### config.mk
export PLATFORM = sky130hd
export DESIGN_NAME = tcdm_bank_rr_arbiter_flat
export DESIGN_NICKNAME = d
export VERILOG_FILES = /design/src/rtl/tcdm_interco_pkg.sv /design/src/rtl/tcdm_bank_rr_arbiter_if.sv /design/src/rtl/tcdm_resp_pipe.sv /design/src/rtl/tcdm_bank_rr_arbiter.sv /design/src/flat_wrapper.sv
export SDC_FILE = /design/constraint.sdc
export NUM_CORES = 1
export LEC_CHECK = 0
export ABC_AREA = 1
export CAP_MARGIN = 20
export CORE_AREA = 4 4 90 92
export CTS_BUF_LIST = sky130_fd_sc_hd__clkbuf_8
export DETAILED_ROUTE_END_ITERATION = 16
export DIE_AREA = 0 0 94 96
export DONT_BUFFER_PORTS = 1
export HOLD_SLACK_MARGIN = 0.1
export PLACE_DENSITY_LB_ADDON = 0.25
export SLEW_MARGIN = 20
export SYNTH_ARGS = -nofsm -noshare
export SYNTH_HDL_FRONTEND = slang
export SYNTH_SLANG_ARGS = --single-unit
### constraint.sdc
create_clock -name clk_i -period 4.6 [get_ports clk_i]
set_clock_uncertainty 0.1 [all_clocks]
set_input_delay 0.92 -clock clk_i [delete_from_list [all_inputs] [get_ports clk_i]]
set_output_delay 0.92 -clock clk_i [all_outputs]
set_load 0.02 [all_outputs]
### src/rtl/tcdm_interco_pkg.sv
// Shared helpers for the TCDM interconnect: index-width sizing for the
// per-bank arbiter and its response pipe.
package tcdm_interco_pkg;

    // Width of a master index; a degenerate single master still needs one bit.
    function automatic int idx_w(input int n);
        return (n > 1) ? $clog2(n) : 1;
    endfunction

    // Width of one response-pipe entry {vld, idx}.
    function automatic int resp_ent_w(input int n);
        return idx_w(n) + 1;
    endfunction

endpackage

### src/rtl/tcdm_bank_rr_arbiter_if.sv
// Bundle between the masters' side and the bank side of one per-bank
// arbiter; the slave modport is the arbiter's view.
interface tcdm_bank_rr_arbiter_if #(
    parameter int NumMaster     = 4,
    parameter int ReqDataWidth  = 32,
    parameter int RespDataWidth = 32
);
    logic [NumMaster-1:0]                   req_i;
    logic [NumMaster-1:0][ReqDataWidth-1:0] data_i;
    logic [NumMaster-1:0]                   gnt_o;
    logic [NumMaster-1:0]                   rvld_o;
    logic [RespDataWidth-1:0]               rdata_o;
    logic                                   req_o;
    logic                                   gnt_i;
    logic [ReqDataWidth-1:0]                data_o;
    logic [RespDataWidth-1:0]               rdata_i;

    modport slave (
        input  req_i, data_i, gnt_i, rdata_i,
        output gnt_o, rvld_o, rdata_o, req_o, data_o
    );

    modport master (
        output req_i, data_i, gnt_i, rdata_i,
        input  gnt_o, rvld_o, rdata_o, req_o, data_o
    );
endinterface

### src/rtl/tcdm_resp_pipe.sv
// Fixed-depth {vld, idx} shift register that tracks which master owns each
// in-flight bank response; it never stalls because the bank cannot.
module tcdm_resp_pipe #(
    parameter int IdxW  = 2,
    parameter int Depth = 1
) (
    input  logic            clk_i,
    input  logic            rst_ni,
    input  logic            vld_i,
    input  logic [IdxW-1:0] idx_i,
    output logic            vld_o,
    output logic [IdxW-1:0] idx_o
);
    typedef struct packed {
        logic            vld;
        logic [IdxW-1:0] idx;
    } resp_ent_t;

    resp_ent_t [Depth-1:0] vld_pipe;

    always_ff @(posedge clk_i) begin
        if (!rst_ni) begin
            vld_pipe <= '0;
        end else begin
            vld_pipe[0].vld <= vld_i;
            vld_pipe[0].idx <= idx_i;
            for (int s = 1; s < Depth; s++) begin
                vld_pipe[s] <= vld_pipe[s-1];
            end
        end
    end

    assign vld_o = vld_pipe[Depth-1].vld;
    assign idx_o = vld_pipe[Depth-1].idx;
endmodule

### src/rtl/tcdm_bank_rr_arbiter.sv
// Per-bank round-robin arbiter: combinational grant, response routed back
// through a RespLat-deep owner pipe. TCDM_ARB_PERF_CNT_EN adds a conflict counter.
module tcdm_bank_rr_arbiter
    import tcdm_interco_pkg::*;
#(
    parameter int NumMaster     = 4,
    parameter int ReqDataWidth  = 32,
    parameter int RespDataWidth = 32,
    parameter int RespLat       = 1
) (
    input  logic                       clk_i,
    input  logic                       rst_ni,
    tcdm_bank_rr_arbiter_if.slave      bus
`ifdef TCDM_ARB_PERF_CNT_EN
    ,
    input  logic                       cnt_clr_i,
    output logic [31:0]                conflict_cnt_o
`endif
);
    localparam int IdxW = idx_w(NumMaster);

    logic [IdxW-1:0] rr_q;
    logic [IdxW-1:0] winner;
    logic            hs;
    logic            pipe_vld;
    logic [IdxW-1:0] pipe_idx;

    // Scan offsets high to low so the smallest offset from rr_q wins.
    always_comb begin
        int c;
        winner = '0;
        for (int k = NumMaster - 1; k >= 0; k--) begin
            c = int'(rr_q) + k;
            if (c >= NumMaster) c = c - NumMaster;
            if (bus.req_i[IdxW'(c)]) winner = IdxW'(c);
        end
    end

    assign bus.req_o   = |bus.req_i;
    assign bus.data_o  = bus.data_i[winner];
    assign hs          = bus.req_o & bus.gnt_i;
    assign bus.rdata_o = bus.rdata_i;

    for (genvar m = 0; m < NumMaster; m++) begin : g_lane
        assign bus.gnt_o[m]  = hs && (winner == IdxW'(m));
        assign bus.rvld_o[m] = pipe_vld && (pipe_idx == IdxW'(m));
    end

    always_ff @(posedge clk_i) begin
        if (!rst_ni) begin
            rr_q <= '0;
        end else if (hs) begin
            rr_q <= (winner == IdxW'(NumMaster - 1)) ? '0 : winner + 1'b1;
        end
    end

    tcdm_resp_pipe #(
        .IdxW  (IdxW),
        .Depth (RespLat)
    ) i_resp_pipe (
        .clk_i  (clk_i),
        .rst_ni (rst_ni),
        .vld_i  (hs),
        .idx_i  (winner),
        .vld_o  (pipe_vld),
        .idx_o  (pipe_idx)
    );

`ifdef TCDM_ARB_PERF_CNT_EN
    logic [31:0] cnt_q;
    logic        conflict;

    assign conflict = $countones(bus.req_i) >= 2;

    // Clear has priority; the counter sticks at all-ones.
    always_ff @(posedge clk_i) begin
        if (!rst_ni) begin
            cnt_q <= '0;
        end else if (cnt_clr_i) begin
            cnt_q <= '0;
        end else if (conflict && (cnt_q != '1)) begin
            cnt_q <= cnt_q + 32'd1;
        end
    end

    assign conflict_cnt_o = cnt_q;
`else
    // Without the counter the request set only drives arbitration.
`endif
endmodule
### src/flat_wrapper.sv
// flat-port wrapper written by rule: the top's interface ports become plain ports
module tcdm_bank_rr_arbiter_flat import tcdm_interco_pkg::*;
#(
    parameter int NumMaster     = 4,
    parameter int ReqDataWidth  = 32,
    parameter int RespDataWidth = 32,
    parameter int RespLat       = 1
)
  (clk_i, rst_ni, bus_req_i, bus_data_i, bus_gnt_i, bus_rdata_i, bus_gnt_o, bus_rvld_o, bus_rdata_o, bus_req_o, bus_data_o);
  tcdm_bank_rr_arbiter_if #(.NumMaster(NumMaster), .ReqDataWidth(ReqDataWidth), .RespDataWidth(RespDataWidth)) bus_i ();
  input  logic clk_i;
  input  logic rst_ni;
  input wire logic [$bits(bus_i.req_i)-1:0] bus_req_i;
  input wire logic [$bits(bus_i.data_i)-1:0] bus_data_i;
  input wire logic [$bits(bus_i.gnt_i)-1:0] bus_gnt_i;
  input wire logic [$bits(bus_i.rdata_i)-1:0] bus_rdata_i;
  output wire logic [$bits(bus_i.gnt_o)-1:0] bus_gnt_o;
  output wire logic [$bits(bus_i.rvld_o)-1:0] bus_rvld_o;
  output wire logic [$bits(bus_i.rdata_o)-1:0] bus_rdata_o;
  output wire logic [$bits(bus_i.req_o)-1:0] bus_req_o;
  output wire logic [$bits(bus_i.data_o)-1:0] bus_data_o;
  assign bus_i.req_i = bus_req_i;
  assign bus_i.data_i = bus_data_i;
  assign bus_i.gnt_i = bus_gnt_i;
  assign bus_i.rdata_i = bus_rdata_i;
  assign bus_gnt_o = bus_i.gnt_o;
  assign bus_rvld_o = bus_i.rvld_o;
  assign bus_rdata_o = bus_i.rdata_o;
  assign bus_req_o = bus_i.req_o;
  assign bus_data_o = bus_i.data_o;
  tcdm_bank_rr_arbiter #(.NumMaster(NumMaster), .ReqDataWidth(ReqDataWidth), .RespDataWidth(RespDataWidth), .RespLat(RespLat)) u_core (.clk_i(clk_i), .rst_ni(rst_ni), .bus(bus_i));
endmodule
==> flow_metrics.env, run 1 <==
export IMPL_clock_sinks=5
export IMPL_r2r_start="u_core.rr_q[0]"
export IMPL_vias=1940
export IMPL_worstPathRequired_ps=3580
export IMPL_postSynthAreaPerCell_um2=5.43
export IMPL_ctsResizeCount=0
export IMPL_grt_max_degree=68
export IMPL_combPwrFrac_pct=86.2
export IMPL_grt_overflow_total=0
export IMPL_slew_headroom_pct=56.9
export IMPL_leakage_nw=0.912
export IMPL_cts_root_buf="clkbuf_8"
export IMPL_layout_commonest_cell="nand2_1"
export IMPL_cts_tree="done"
export IMPL_ys_warn_count=0
export IMPL_cp_data_arrival_time_ps=2850
export IMPL_cp_end_kind="primary output"
export IMPL_portBuffers=0
export IMPL_peakVddDrop_mv=0.159
export IMPL_p_sw_share_pct=68.6
export IMPL_antenna_found_initial=0
export IMPL_clkLatencyLatePin_ps=220
export IMPL_r2r_end="u_core.rr_q[1]"
export IMPL_grt_pass1_wl_um=7750
export IMPL_syn_inst=353
export IMPL_totalWireLength_um=5330
export IMPL_r2r_cells=13
export IMPL_finalCritPeriodShare_pct=84.1
export IMPL_core_um2=7210
export IMPL_start_kind="flip-flop"
export IMPL_cts_htree_levels=1
export IMPL_initial_utilization_pct=26.6
export IMPL_timing_final_crit_period_ps=3870
export IMPL_io_pins=240
export IMPL_grt_setup_unrepaired="no"
export IMPL_powerDensity_nw_per_um2=606
export IMPL_worstHoldPathType="flip-flop to flip-flop"
export IMPL_hold_buffers=0
export IMPL_synth_area_leaders="o211ai_1 25%, nand2_1 24%, inv_1 15%"
export IMPL_die_w_um=94
export IMPL_seqPwrFrac_pct=6.3
export IMPL_clockPowerShare_pct=7.5
export IMPL_post_cts_setup_buffers=0
export IMPL_slew_violations=0
export IMPL_antenna_cells=0
export IMPL_cts_made_buffers=3
export IMPL_path_class="flip-flop to primary output"
export IMPL_tns_ps=0
export IMPL_synthesis_nets=520
export IMPL_viasPerCell=4.79
export IMPL_rrSetupSlack_ps=1930
export IMPL_fmax_ghz=0.258
export IMPL_clock_path_buffers=2
export IMPL_grt_usage_pct=10.3
export IMPL_hold_slack_ps=552
export IMPL_synth_seq_area_share_pct=5.23
export IMPL_max_cap_violations=0
export IMPL_p_int_mw=0.323
export IMPL_grt_pass1_vias=1791
export IMPL_drt_antenna_violating_nets=0
export IMPL_yosysTopAreaCellShare_pct=25.1
export IMPL_switchingPower_mw=0.707
export IMPL_wl_per_cell_um=13.2
export IMPL_area_growth_syn_to_layout_pct=-11.4
export IMPL_nNetsFinal=474
export IMPL_yosysUniqueCellTypes=17
export IMPL_clk_pin_slew_ps=30
export IMPL_synth_area_um2=1920
export IMPL_ys_seq_elements=5
export IMPL_worstSetupEndpoint="bus_data_o[11]"
export IMPL_finalSetupViolations=0
export IMPL_final_cell_mix="123 x nand2_1, 77 x inv_1, 64 x o211ai_1, 7 x nand3_1, 7 x nor2_1"
export IMPL_hold_viol=0
export IMPL_drt_first_pass_iters=4
export IMPL_placementRows=31
export IMPL_status="completed"
export IMPL_drt_iter0_drc=56
export IMPL_yosysTopAreaCell="o211ai_1"
export IMPL_die_h_um=96
export IMPL_gp_congestion=0.856
export IMPL_cp_startpoint="u_core.rr_q[0]"
export IMPL_tightest_slew_ps=642
export IMPL_drc=0
export IMPL_crit_path_max_fanout=67
export IMPL_die_area_um2=9020
export IMPL_dp_hpwl_um=4360
export IMPL_drive_above_1_share_pct=4.90
## logic make-up after synthesis
group           synth area share (%)
simple gates                    31.0
flops                           5.23
compound gates                  26.4
buf+inv                         37.4
## power by group through the flow
stage / clock, mW / combinational, mW / sequential, mW
floorplan: 0 / 0.911 / 0.0589
global placement: 0 / 0.886 / 0.0647
detailed placement: 0 / 0.900 / 0.0652
CTS: 0.0788 / 0.903 / 0.0646
global route: 0.0840 / 0.997 / 0.0655
finish: 0.0770 / 0.888 / 0.0648
## worst min path at each step
stage / startpoint / end / cells past startpoint
CTS: u_core.rr_q[0] / u_core.rr_q[0] / 2
global route: u_core.rr_q[0] / u_core.rr_q[0] / 2
global placement: u_core.rr_q[0] / u_core.rr_q[0] / 2
finish: u_core.rr_q[0] / u_core.rr_q[0] / 2
detailed placement: u_core.rr_q[0] / u_core.rr_q[0] / 2
floorplan: u_core.rr_q[1] / u_core.rr_q[1] / 4
## worst max-delay path: stages (launching register included)
cell      delay (ps)
dfxtp_1          550
inv_1            180
nand2_1          120
nand3_1          100
nand2_1          110
nand3_2           70
nand2_1           80
nand2_2           80
nand2_4          470
buf_12           320
nand2_1          100
o211ai_1         160
nand2_1          220
## layer usage
metal | vias up | track usage [%] | share of wire (%)
met4 | 0 | 2.29 | 1.2
met3 | 10 | 2.89 | 9.9
met1 | 825 | 10.6 | 37
met5 | - | 0 | 0
li1 | 989 | - | -
met2 | 116 | 20.6 | 52
## per-stage QoR
stage          std cells  setup WS (ps)  util (%)  area, µm²  total power [mW]
2_1_floorplan        353           1480         -       1920             0.970
6_report             405            730      23.5       1700              1.03
3_5_place_dp         401            792      22.9       1650             0.965
4_1_cts              405            746      23.5       1700              1.05
5_1_grt              405            448      23.5       1700              1.15
3_3_place_gp         401            852      22.9       1650             0.951
## sequential cells by signal, summed over array words and instances (netlist names)
register                  cells
u_core.i_resp_pipe.idx_o      2
u_core.i_resp_pipe.vld_o      1
u_core.rr_q                   2
## area by class of cell
cell class	count	area (µm²)
sequential	5	100
clock buffer	3	41.3
timing repair buffer	2	27.5
tap	99	124
clock inverter	1	3.75
multi-input combinational	216	1100
inverter	79	297
fill	846	5520
## synth_stat cells, drive strengths merged
master	count
inv	79
nand2	127
a21oi	2
buf	53
dfxtp	5
o211ai	64
o21ai	1
nor2	7
nand3	9
nand4	1
a31oi	1
nor3	4
No activity file was read; power rests on OpenSTA's default activity.
==> run 2: changes to the inputs <==
==> constraint.sdc (replaced) <==
create_clock -name clk_i -period 3.3 [get_ports clk_i]
set_clock_uncertainty 0.1 [all_clocks]
set_input_delay 0.66 -clock clk_i [delete_from_list [all_inputs] [get_ports clk_i]]
set_output_delay 0.66 -clock clk_i [all_outputs]
set_load 0.02 [all_outputs]
==> flow_metrics.env, run 2 (synthesis results as in run 1) <==
export IMPL_status="completed"
export IMPL_cts_root_buf="clkbuf_8"
export IMPL_portBuffers=0
export IMPL_drive_above_1_share_pct=6.75
export IMPL_cts_made_buffers=3
export IMPL_worstHoldPathType="flip-flop to flip-flop"
export IMPL_switchingPower_mw=0.999
export IMPL_dp_hpwl_um=4580
export IMPL_drt_first_pass_iters=4
export IMPL_p_int_mw=0.491
export IMPL_antenna_found_initial=0
export IMPL_viasPerCell=4.73
export IMPL_tns_ps=0
export IMPL_grt_overflow_total=0
export IMPL_core_um2=7210
export IMPL_p_total_mw=1.49
export IMPL_slew_violations=0
export IMPL_fin_area_um2=1750
export IMPL_grt_max_degree=75
export IMPL_fmax_ghz=0.341
export IMPL_totalWireLength_um=5510
export IMPL_placed_cell_area_um2=1700
export IMPL_drt_iter0_drc=61
export IMPL_initial_utilization_pct=26.6
export IMPL_max_cap_violations=0
export IMPL_p_sw_share_pct=67.1
export IMPL_layout_commonest_cell="nand2_1"
export IMPL_leakage_nw=0.942
export IMPL_area_growth_syn_to_layout_pct=-8.69
export IMPL_drc=0
export IMPL_peakVddDrop_mv=0.309
export IMPL_nNetsFinal=479
export IMPL_dp_cells=406
export IMPL_crit_path_max_fanout=74
export IMPL_finalSetupViolations=0
export IMPL_die_h_um=96
export IMPL_postLayoutSetupSlackWorst_ps=363
export IMPL_cts_tree="done"
export IMPL_hold_viol=0
export IMPL_clk_pin_slew_ps=30
export IMPL_finalCritPeriodShare_pct=89.0
export IMPL_grt_usage_pct=10.8
export IMPL_grt_pass1_wl_um=8070
export IMPL_stdcell_count=410
export IMPL_gp_congestion=0.838
export IMPL_powerDensity_nw_per_um2=852
export IMPL_grt_setup_unrepaired="no"
export IMPL_cts_htree_levels=1
export IMPL_path_class="flip-flop to primary output"
export IMPL_io_pins=240
export IMPL_wl_per_cell_um=13.4
export IMPL_cp_data_arrival_time_ps=2180
export IMPL_clkLatencyLatePin_ps=220
export IMPL_timing_final_crit_period_ps=2940
export IMPL_final_cell_mix="123 x nand2_1, 77 x inv_1, 64 x o211ai_1, 7 x nand3_1, 7 x nor2_1"
export IMPL_combPwrFrac_pct=86.6
export IMPL_drt_antenna_violating_nets=0
export IMPL_start_kind="flip-flop"
export IMPL_clock_path_buffers=2
export IMPL_antenna_cells=0
export IMPL_clock_sinks=5
export IMPL_cp_end_kind="primary output"
export IMPL_vias=1938
export IMPL_place_ws_ps=400
export IMPL_die_area_um2=9020
export IMPL_placementRows=31
export IMPL_die_w_um=94
export IMPL_grt_pass1_vias=1745
export IMPL_worstPathRequired_ps=2540
export IMPL_seqPwrFrac_pct=6.1
export IMPL_slew_headroom_pct=57.1
export IMPL_tightest_slew_ps=638
export IMPL_clockPowerShare_pct=7.3
[run 2: cell count changes in the layout (fill, tap and decap cells not counted), sizes merged]
| cell | previous run | this run |
|---|---|---|
| buf | 2 | 7 |
[run 2: critical path: stages (launching register included)]
cell and delay (ps):
dfxtp_2 450, inv_1 130, nand2_1 90, nand3_1 80, nand2_1 100, nand3_2 70, nand2_1 80, nand2_2 80
nand2_4 100, buf_12 240, nand2_1 110, o211ai_1 150, nand2_1 210
[run 2: routing by layer]
layer	global-route usage [%]	up-vias	wire (µm)
met5	0	-	0
met4	1.56	0	47
met3	2.19	8	465
met2	21.3	110	2890
met1	12.1	819	2110
li1	-	1001	-
[run 2: area by class of cell]
type	count	area (µm²)
Fill cell	849	5470
Multi-Input combinational cell	216	1100
Inverter	79	297
Tap cell	99	124
Sequential cell	5	101
Timing Repair Buffer	7	77.6
Clock buffer	3	41.3
Clock inverter	1	3.75
[run 2: timing repair]
action / CTS / global route
setup buffers: 0 / 0
hold buffers: 0 / 0
gates resized for setup: 0 / 1
hold endpoints to repair: 0 / 0
setup endpoints to repair: 0 / 3
[run 2: path summary, 6_finish.rpt]
| path | startpoint | to | slack [ps] | cells after the start |
|---|---|---|---|---|
| worst max-delay path | u_core.rr_q[0] | bus_data_o[11] | 360 | 12 |
| worst min-delay path | u_core.rr_q[0] | u_core.rr_q[0] | 470 | 2 |
| worst max register to register | u_core.rr_q[0] | u_core.rr_q[1] | 1170 | 13 |
| worst min register to register | u_core.rr_q[0] | u_core.rr_q[0] | 470 | 2 |
[run 2: power groups by stage]
| stage | combinational, mW | sequential [mW] | clock (mW) |
|---|---|---|---|
| 2_1_floorplan | 1.27 | 0.0821 | 0 |
| 3_3_place_gp | 1.30 | 0.0907 | 0 |
| 3_5_place_dp | 1.31 | 0.0911 | 0 |
| 4_1_cts | 1.32 | 0.0904 | 0.110 |
| 5_1_grt | 1.44 | 0.0938 | 0.121 |
| 6_report | 1.29 | 0.0913 | 0.109 |
[run 2: through the flow]
step                      hold WS, ps  util (%)
final                             467      24.2
after global routing              499      24.2
after CTS                         545      24.2
after detailed placement          540      23.6
after global placement            524      23.6
after floorplan                   503         -
